File: src/rtl/sram_access_arbiter.sv
// sram_access_arbiter: shares the single external 16-bit SRAM between the
// display read port (high priority) and the game-logic write port. Owns all
// SRAM strobes and the DQ output enable; every SRAM-facing output is a flop.
module sram_access_arbiter #(
    parameter int ADDR_W       = 20,
    parameter int DATA_W       = 16,
    parameter int ACC_CYC      = 2,
    parameter int STARVE_LIMIT = 8
) (
    input  logic              i_clk,
    input  logic              i_rst,
    input  logic              i_rd_req,
    input  logic [ADDR_W-1:0] i_rd_addr,
    output logic              o_rd_ack,
    output logic [DATA_W-1:0] o_rd_data,
    output logic              o_rd_valid,
    input  logic              i_wr_req,
    input  logic [ADDR_W-1:0] i_wr_addr,
    input  logic [DATA_W-1:0] i_wr_data,
    output logic              o_wr_ack,
    output logic [ADDR_W-1:0] o_SRAM_ADDR,
    output logic [DATA_W-1:0] o_SRAM_DQ,
    output logic              o_SRAM_DQ_OE,
    input  logic [DATA_W-1:0] i_SRAM_DQ,
    output logic              o_SRAM_WE_N,
    output logic              o_SRAM_OE_N,
    output logic              o_busy
);

    typedef enum logic [1:0] {
        ST_IDLE,
        ST_READ,
        ST_WRITE
    } state_t;

    // Cycle index of the final access cycle, and of the last cycle with WE low.
    localparam logic [3:0] CYC_LAST   = 4'(ACC_CYC - 1);
    localparam logic [3:0] WE_LAST    = 4'(ACC_CYC - 2);
    localparam logic [7:0] STARVE_MAX = 8'(STARVE_LIMIT);

    state_t            state_q, state_d;
    logic [3:0]        cyc_q, cyc_d;
    logic [7:0]        starve_q, starve_d;
    logic [ADDR_W-1:0] addr_q, addr_d;
    logic [DATA_W-1:0] dq_q, dq_d;
    logic [DATA_W-1:0] rd_data_q, rd_data_d;
    logic              rd_valid_q, rd_valid_d;
    logic              we_n_q, we_n_d;
    logic              oe_n_q, oe_n_d;
    logic              dq_oe_q, dq_oe_d;
    logic              rd_ack, wr_ack;
    logic              wr_wins;

    // Grant decision in IDLE plus access sequencing; the strobes for the next
    // cycle are computed here so that the SRAM pins come straight from flops.
    always_comb begin
        state_d    = state_q;
        cyc_d      = cyc_q;
        starve_d   = starve_q;
        addr_d     = addr_q;
        dq_d       = dq_q;
        rd_data_d  = rd_data_q;
        rd_valid_d = 1'b0;
        we_n_d     = we_n_q;
        oe_n_d     = oe_n_q;
        dq_oe_d    = dq_oe_q;
        rd_ack     = 1'b0;
        wr_ack     = 1'b0;
        wr_wins    = i_wr_req && (!i_rd_req || (starve_q == STARVE_MAX));

        case (state_q)
            ST_IDLE: begin
                if (!i_rst && wr_wins) begin
                    wr_ack   = 1'b1;
                    state_d  = ST_WRITE;
                    cyc_d    = 4'd0;
                    addr_d   = i_wr_addr;
                    dq_d     = i_wr_data;
                    we_n_d   = 1'b0;
                    dq_oe_d  = 1'b1;
                    starve_d = 8'd0;
                end else if (!i_rst && i_rd_req) begin
                    rd_ack  = 1'b1;
                    state_d = ST_READ;
                    cyc_d   = 4'd0;
                    addr_d  = i_rd_addr;
                    oe_n_d  = 1'b0;
                    if (!i_wr_req) begin
                        starve_d = 8'd0;
                    end else if (starve_q < STARVE_MAX) begin
                        starve_d = starve_q + 8'd1;
                    end
                end
            end
            ST_READ: begin
                if (cyc_q == CYC_LAST) begin
                    state_d    = ST_IDLE;
                    oe_n_d     = 1'b1;
                    rd_data_d  = i_SRAM_DQ;
                    rd_valid_d = 1'b1;
                end else begin
                    cyc_d = cyc_q + 4'd1;
                end
            end
            ST_WRITE: begin
                if (cyc_q == CYC_LAST) begin
                    state_d = ST_IDLE;
                    dq_oe_d = 1'b0;
                    we_n_d  = 1'b1;
                end else begin
                    cyc_d = cyc_q + 4'd1;
                    if (cyc_q == WE_LAST) begin
                        we_n_d = 1'b1;
                    end
                end
            end
            default: begin
                state_d = ST_IDLE;
                we_n_d  = 1'b1;
                oe_n_d  = 1'b1;
                dq_oe_d = 1'b0;
            end
        endcase
    end

    // State and output registers; reset aborts any access in flight.
    always_ff @(posedge i_clk) begin
        if (i_rst) begin
            state_q    <= ST_IDLE;
            cyc_q      <= 4'd0;
            starve_q   <= 8'd0;
            addr_q     <= '0;
            dq_q       <= '0;
            rd_data_q  <= '0;
            rd_valid_q <= 1'b0;
            we_n_q     <= 1'b1;
            oe_n_q     <= 1'b1;
            dq_oe_q    <= 1'b0;
        end else begin
            state_q    <= state_d;
            cyc_q      <= cyc_d;
            starve_q   <= starve_d;
            addr_q     <= addr_d;
            dq_q       <= dq_d;
            rd_data_q  <= rd_data_d;
            rd_valid_q <= rd_valid_d;
            we_n_q     <= we_n_d;
            oe_n_q     <= oe_n_d;
            dq_oe_q    <= dq_oe_d;
        end
    end

    assign o_rd_ack     = rd_ack;
    assign o_wr_ack     = wr_ack;
    assign o_rd_data    = rd_data_q;
    assign o_rd_valid   = rd_valid_q;
    assign o_SRAM_ADDR  = addr_q;
    assign o_SRAM_DQ    = dq_q;
    assign o_SRAM_DQ_OE = dq_oe_q;
    assign o_SRAM_WE_N  = we_n_q;
    assign o_SRAM_OE_N  = oe_n_q;
    assign o_busy       = (state_q != ST_IDLE);

endmodule

File: config.mk
export PLATFORM = sky130hd
export DESIGN_NAME = sram_access_arbiter
export DESIGN_NICKNAME = d
export VERILOG_FILES = /design/src/rtl/sram_access_arbiter.sv
export SDC_FILE = /design/constraint.sdc
export NUM_CORES = 1
export LEC_CHECK = 0
export ABC_CLOCK_PERIOD_IN_PS = 3700
export CAP_MARGIN = 20
export CORE_MARGIN = 2
export CORE_UTILIZATION = 44
export DETAILED_ROUTE_END_ITERATION = 10
export GPL_TIMING_DRIVEN = 1
export PLACE_DENSITY = 0.84
export SLEW_MARGIN = 0
export SYNTH_ARGS = -nofsm -noshare
export SYNTH_HDL_FRONTEND = slang
export SYNTH_SLANG_ARGS = --single-unit
File: constraint.sdc
create_clock -name i_clk -period 3.7 [get_ports i_clk]
set_input_delay 0.555 -clock i_clk [delete_from_list [all_inputs] [get_ports i_clk]]
set_output_delay 0.555 -clock i_clk [all_outputs]
set_load 0.005 [all_outputs]
==> run metrics, run 1 <==
first-pass GRT wire length 13.6 mm; initial antenna violation count 0; post-synthesis sequential area ratio 0.476; Fmax 342 MHz; Max clock buf depth 2; Post-synth EDFFs 0; HPWL after detailed placement 6.05 mm; n_diodes 0; HP Class flop to flop; worst skew pair latency 350 ps; Avg Synthesized Cell Area 9.06 um^2; Synth Cell Area 2950 um^2; unrepaired setup endpoints after global routing no; Net Count, Synth 409; Tcrit/Tclk final 0.789; dpl cells 519; final core occ 0.704; footprint of the multi-input gates 1380 um^2; CTS tree yes; largest net degree at the start of global routing 42; number of synthesis warnings 0; Top FF cell, synth dfxtp_1; core footprint 6420 um^2; Post-Synthesis Cells 325; GP Congestion 0.797; run status complete, but fails checks; Gates resized, CTS repair 0; DRC errors left 7; PortBufs 134; Critical Path, Cell by Cell clkdlybuf4s50_1, and4b_1, nand2_2, and3_4, clkdlybuf4s50_1; Rel. slew slack 0.555; Worst Clk Skew 9.81 ps; Worst-Margin Slew 667 ps; CP arrival 2360 ps; post-synth cell types 46; max_cap viols 0; Die Y 85.8 um; postcts setup bufs 0; drt first pass iters 8; Via-to-Cell Ratio 5.50; worst-path cell with the longest stage delay clkdlybuf4s50_1; Die W 85.8 um; CP startpoint kind input port; vias 2940; Register Area 1400 um^2; H-tree Lvls 3; Max Transition Viols Final 0; row count 29; Hold Violations, Final 0; final sum of negative setup slack 0 ps; drt initial violations 167; share of flip-flops with an asynchronous set or reset 0; Yosys reg bits 70; CP Max Fanout 21; Setup-failing EPs final 0; CTS buffer count 9; clk slew on worst S/H paths 70 ps; critical path class input port to primary output; leakage power 1.70 nW; Crit path required time 3140 ps; ratio of cells with drive above 1 in the final layout 0.0655; Hold Buf Count CTS 0; CTS Sinks 70; Worst Setup End Kind primary output; number of global-route vias before repair 2828; Worst VDD drop 0.224 mV; Layout area overhead 53.5%; PD cells 511 nW/um^2; delay-heaviest family, CP buffers and inverters; fill count 482; GR Overflow Total 0; failing checks DRC; non-filler instance count after layout 535; CP peak stage delay 560 ps; nets 537; DRT antenna net count 0; Die Area 7360 um^2; I/O pin count 135; crit path buf inv count 2; Min Clock Period, post-route 2920 ps; GRT Resource Usage Total 0.234; root buffer cell clkbuf_8; Starting Density 0.459; routed wire length 8.58 mm; most frequent CP cell clkdlybuf4s50_1; drt wl/cell 16.0 um
==> where the power goes <==
part / switching, mW / internal [mW]
Sequential: 0.0546 / 0.852
Combinational: 0.349 / 0.376
Clock: 0.282 / 0.397
==> per-layer routing <==
| metal | track usage | up-vias | share of wire |
|---|---|---|---|
| met2 | 0.404 | 86 | 0.51 |
| met5 | 0 | - | 0 |
| met1 | 0.280 | 1408 | 0.42 |
| li1 | - | 1430 | - |
| met3 | 0.0404 | 16 | 0.049 |
| met4 | 0.121 | 0 | 0.023 |
==> tightest hold or removal path: stages, from the launching register on <==
cell     delay (ps)
dfxtp_1         310
nand2_1          50
a21oi_1          50
==> registers in the layout, summed over array words and instances, names as in the netlist <==
name,flops
o_SRAM_OE_N,1
starve_q,8
o_rd_valid,1
cyc_q,4
state_q,2
o_SRAM_ADDR,20
o_SRAM_WE_N,1
o_SRAM_DQ_OE,1
o_SRAM_DQ,16
o_rd_data,16
==> placed cells by master (no fill, tap or decap), drive strengths merged, types with 2 or more instances in the layout <==
master / Yosys / final
nand2: 37 / 37
a21o: 2 / 2
a221o: 21 / 21
nor3: 2 / 2
o21a: 2 / 2
buf: 9 / 5
a21oi: 41 / 41
nor4: 2 / 2
clkinv: 0 / 2
nor2: 10 / 10
nor3b: 2 / 2
and3: 22 / 22
or3b: 2 / 2
nand2b: 2 / 2
nand3: 23 / 23
bufinv: 0 / 2
inv: 13 / 13
a211oi: 4 / 4
dfxtp: 70 / 70
ha: 8 / 8
o21ai: 21 / 21
o31ai: 3 / 3
clkdlybuf4s50: 0 / 134
nor2b: 2 / 2
clkbuf: 13 / 12
==> stage by stage <==
step / area [um^2] / power (mW) / worst slack (ps) / hold slack, ps
2_1_floorplan: 2950 / 1.28 / 1810 / 453
3_3_place_gp: 4310 / 1.62 / 809 / 441
3_5_place_dp: 4310 / 1.64 / 785 / 448
4_1_cts: 4520 / 2.31 / 788 / 456
5_1_grt: 4520 / 2.42 / 679 / 478
6_report: 4520 / 2.31 / 780 / 454
==> synthesized netlist by cell type (2+ instances only) <==
| cell type | instances | area [um^2] |
|---|---|---|
| a211oi_1 | 3 | 22.5 |
| a21oi_1 | 40 | 200 |
| a221o_1 | 21 | 210 |
| and3_1 | 21 | 131 |
| buf_2 | 5 | 25.0 |
| buf_6 | 3 | 33.8 |
| clkbuf_1 | 13 | 48.8 |
| dfxtp_1 | 70 | 1400 |
| ha_1 | 8 | 100 |
| inv_1 | 13 | 48.8 |
| nand2_1 | 36 | 135 |
| nand2b_1 | 2 | 12.5 |
| nand3_1 | 23 | 115 |
| nor2_1 | 8 | 30.0 |
| nor2b_1 | 2 | 12.5 |
| nor3_1 | 2 | 10.0 |
| nor3b_1 | 2 | 15.0 |
| o21a_1 | 2 | 15.0 |
| o21ai_0 | 21 | 105 |
| o31ai_1 | 3 | 22.5 |
| or3b_2 | 2 | 17.5 |
==> worst paths after layout <==
kind | start | end | slack [ps] | depth (start not counted)
max reg2reg | starve_q[0] | o_SRAM_ADDR[13] | 1550 | 7
max | i_wr_req | o_rd_ack | 780 | 5
min reg2reg | o_rd_data[14] | o_rd_data[14] | 450 | 2
min | o_rd_data[14] | o_rd_data[14] | 450 | 2
==> cells by family (layout without fill, tap and decap cells) <==
kind of cell,after synthesis,count (layout),synth area share
adder cells (fa/ha/maj),8,8,0.0340
XOR/XNOR,1,1,0.00297
buffers and inverters,35,168,0.0557
AO/OA/AOI/OAI,102,102,0.232
AND/OR/NAND/NOR,108,108,0.196
flip-flops,70,70,0.476
multiplexers,1,1,0.00340
==> area by class of cell <==
cell class,instances,area share
Sequential cell,70,0.310
Multi-Input combinational cell,220,0.305
Timing Repair Buffer,139,0.305
Clock buffer,12,0.0321
Tap cell,77,0.0213
Clock inverter,4,0.0155
Inverter,13,0.0108
Power figures use the tool's default switching activity.
==> inputs of run 2 (changes only) <==
- ABC_CLOCK_PERIOD_IN_PS: 3700 -> 2500
- CORE_UTILIZATION: 44 -> 37
- PLACE_DENSITY: 0.84 -> 0.76
- clock period: 3.7 -> 2.5 ns (I/O delays scaled with it)
==> run 2 against run 1 <==
Net effect: the flow now finishes without violations; die area is 18% higher; utilization decreased by 11 points; register-to-register slack got worse by 910 ps; first-iteration DRC count grew 37%; highest routed layer unchanged.
==> run metrics, run 2 (synthesis results as in run 1) <==
leakage power 1.71 nW (+0.65%); largest net degree at the start of global routing 40 (-4.8%); WHS 454 ps (-0.161 ps); r2r startpoint starve_q[0]; DRT antenna net count 0 (unchanged); crit path buf inv count 2 (unchanged); Fmax 419 MHz; Worst Clk Skew 8.72 ps (-1.09 ps); root buffer cell clkbuf_8; ratio of cells with drive above 1 in the final layout 0.0862 (+0.0207); Min Clock Period, post-route 2390 ps; worst skew pair latency 330 ps (-20 ps); Sw Pwr 1.00 mW (+46%); first-pass GRT wire length 13.5 mm (-0.51%); max reg flops 20 (unchanged); CP Max Fanout 4 (-81%); GR Overflow Total 0 (unchanged); commonest non-fill, non-tap cell in the layout clkdlybuf4s50_1; non-filler instance count after layout 566 (+5.8%); drt first pass iters 4 (-4); PortBufs 134 (unchanged); H-tree Lvls 3 (unchanged); initial antenna violation count 0 (unchanged); switch share 0.311 (+0.0144); delay-heaviest family, CP buffers and inverters; n_diodes 0 (unchanged); Crit path required time 2120 ps (-1020 ps); Area after DPL 4390 um^2 (+1.9%); Worst VDD drop 0.345 mV (+54%); Max Transition Viols Final 0 (unchanged); Worst-Margin Slew 671 ps (+4.18 ps); unrepaired setup endpoints after global routing no; Hold Violations, Final 0 (unchanged); Logic pwr share 0.339 (+0.025); GRT Resource Usage Total 0.196 (-0.0385); GP Congestion 0.792 (-0.69%); Die Area 8690 um^2 (+18%); final sum of negative setup slack 0 ps (unchanged); CP startpoint kind flop; final instance area 4560 um^2 (+0.86%); CTS tree yes; CP startpoint starve_q[1]; DRC errors left 0 (-7); Setup-failing EPs final 0 (unchanged); core footprint 7730 um^2 (+20%); Tcrit/Tclk final 0.955; row count 32 (+10%); total design power 3.23 mW (+40%); fill count 691 (+43%); max_cap viols 0 (unchanged); number of global-route vias before repair 2749 (-2.8%); Die Y 93.2 um (+8.6%); dpl cells 551 (+6.2%); routed wire length 8.45 mm (-1.5%); Worst Setup End Kind primary output; HP Class flop to flop; critical path class flop to primary output; I/O pin count 135 (unchanged); Layout area overhead 54.8%; CTS buffer count 9 (unchanged); run status finished, final reports clean; worst hold start o_rd_data[5]; CP peak stage delay 530 ps (-30 ps); nets 544 (+1.3%); CP arrival 2010 ps (-350 ps); Die W 93.2 um (+8.6%); vias 2883 (-1.9%); HPWL after detailed placement 6.12 mm (+1.0%); Via-to-Cell Ratio 5.09 (-7.3%); Starting Density 0.381 (-0.0774); Max clock buf depth 2 (unchanged); clk slew on worst S/H paths 70 ps (about the same); PD cells 708 nW/um^2 (+39%); Rel. slew slack 0.551 (-0.00355); Reg power frac 0.416 (+0.024); drt initial violations 228 (+37%); Critical Path, Cell by Cell inv_1, ha_1, and4b_2, nand2_2, and3_4, clkdlybuf4s50_1; worst-path cell with the longest stage delay clkdlybuf4s50_1; most frequent cells in the layout clkdlybuf4s50_1 (134), dfxtp_1 (69), a21oi_1 (40), nand2_1 (36), nand3_1 (23); Clock power frac 0.245 (-0.049); CTS Sinks 70 (unchanged); P_int 2.22 mW (+37%); drt wl/cell 14.9 um (-6.9%)
-- run 2: repair_timing --
| item | 4_1_cts | 5_1_grt |
|---|---|---|
| gates resized for setup | 0 | 3 |
| setup endpoints to repair | 0 | 1 |
| hold buffers | 0 | 0 |
| endpoints found under the hold margin | 0 | 0 |
| setup buffers | 0 | 0 |
-- run 2: metrics by stage --
step | worst slack (ps) | utilization
after floorplan | 777 | -
after global placement | 194 | 0.568
after detailed placement | 178 | 0.568
after CTS | 28.8 | 0.589
after global routing | 6.23 | 0.590
final | 112 | 0.590
-- run 2: path summary, 6_finish.rpt --
path,slack [ps],to,cells after the start
min reg2reg,450,o_rd_data[5],2
min,450,o_rd_data[5],2
max reg2reg,640,o_SRAM_WE_N,7
max,110,o_rd_ack,6
-- run 2: power by group through the flow --
stage / Clock, mW / Sequential [mW] / Combinational, mW
2_1_floorplan: 0 / 1.36 / 0.537
3_3_place_gp: 0 / 1.36 / 1.07
3_5_place_dp: 0 / 1.37 / 1.09
4_1_cts: 0.805 / 1.34 / 1.10
5_1_grt: 0.874 / 1.36 / 1.20
6_report: 0.790 / 1.34 / 1.09
-- run 2: metal layers --
metal  share of wire  track usage  vias up  wire [um]
li1                -            -     1447          -
met1            0.45        0.261     1352       3800
met2            0.49        0.312       69       4130
met3           0.041       0.0338       15        348
met4           0.021       0.0858        0        181
met5               0            0        -          0
-- run 2: worst register-to-register path, cell delays in order, from the launching register on --
cell and delay [ps]:
dfxtp_2 330, inv_1 90, ha_1 170, and4b_2 290, a21oi_4 70, buf_4 210, a211o_1 280, a221o_1 300
-- run 2: cell type report --
| cell class | count | area, um^2 | area share |
|---|---|---|---|
| Clock buffer | 11 | 141 | 0.0310 |
| Clock inverter | 4 | 23.8 | 0.00521 |
| Inverter | 13 | 48.8 | 0.0107 |
| Multi-Input combinational cell | 220 | 1380 | 0.304 |
| Sequential cell | 70 | 1400 | 0.308 |
| Tap cell | 102 | 128 | 0.0280 |
| Timing Repair Buffer | 146 | 1430 | 0.314 |
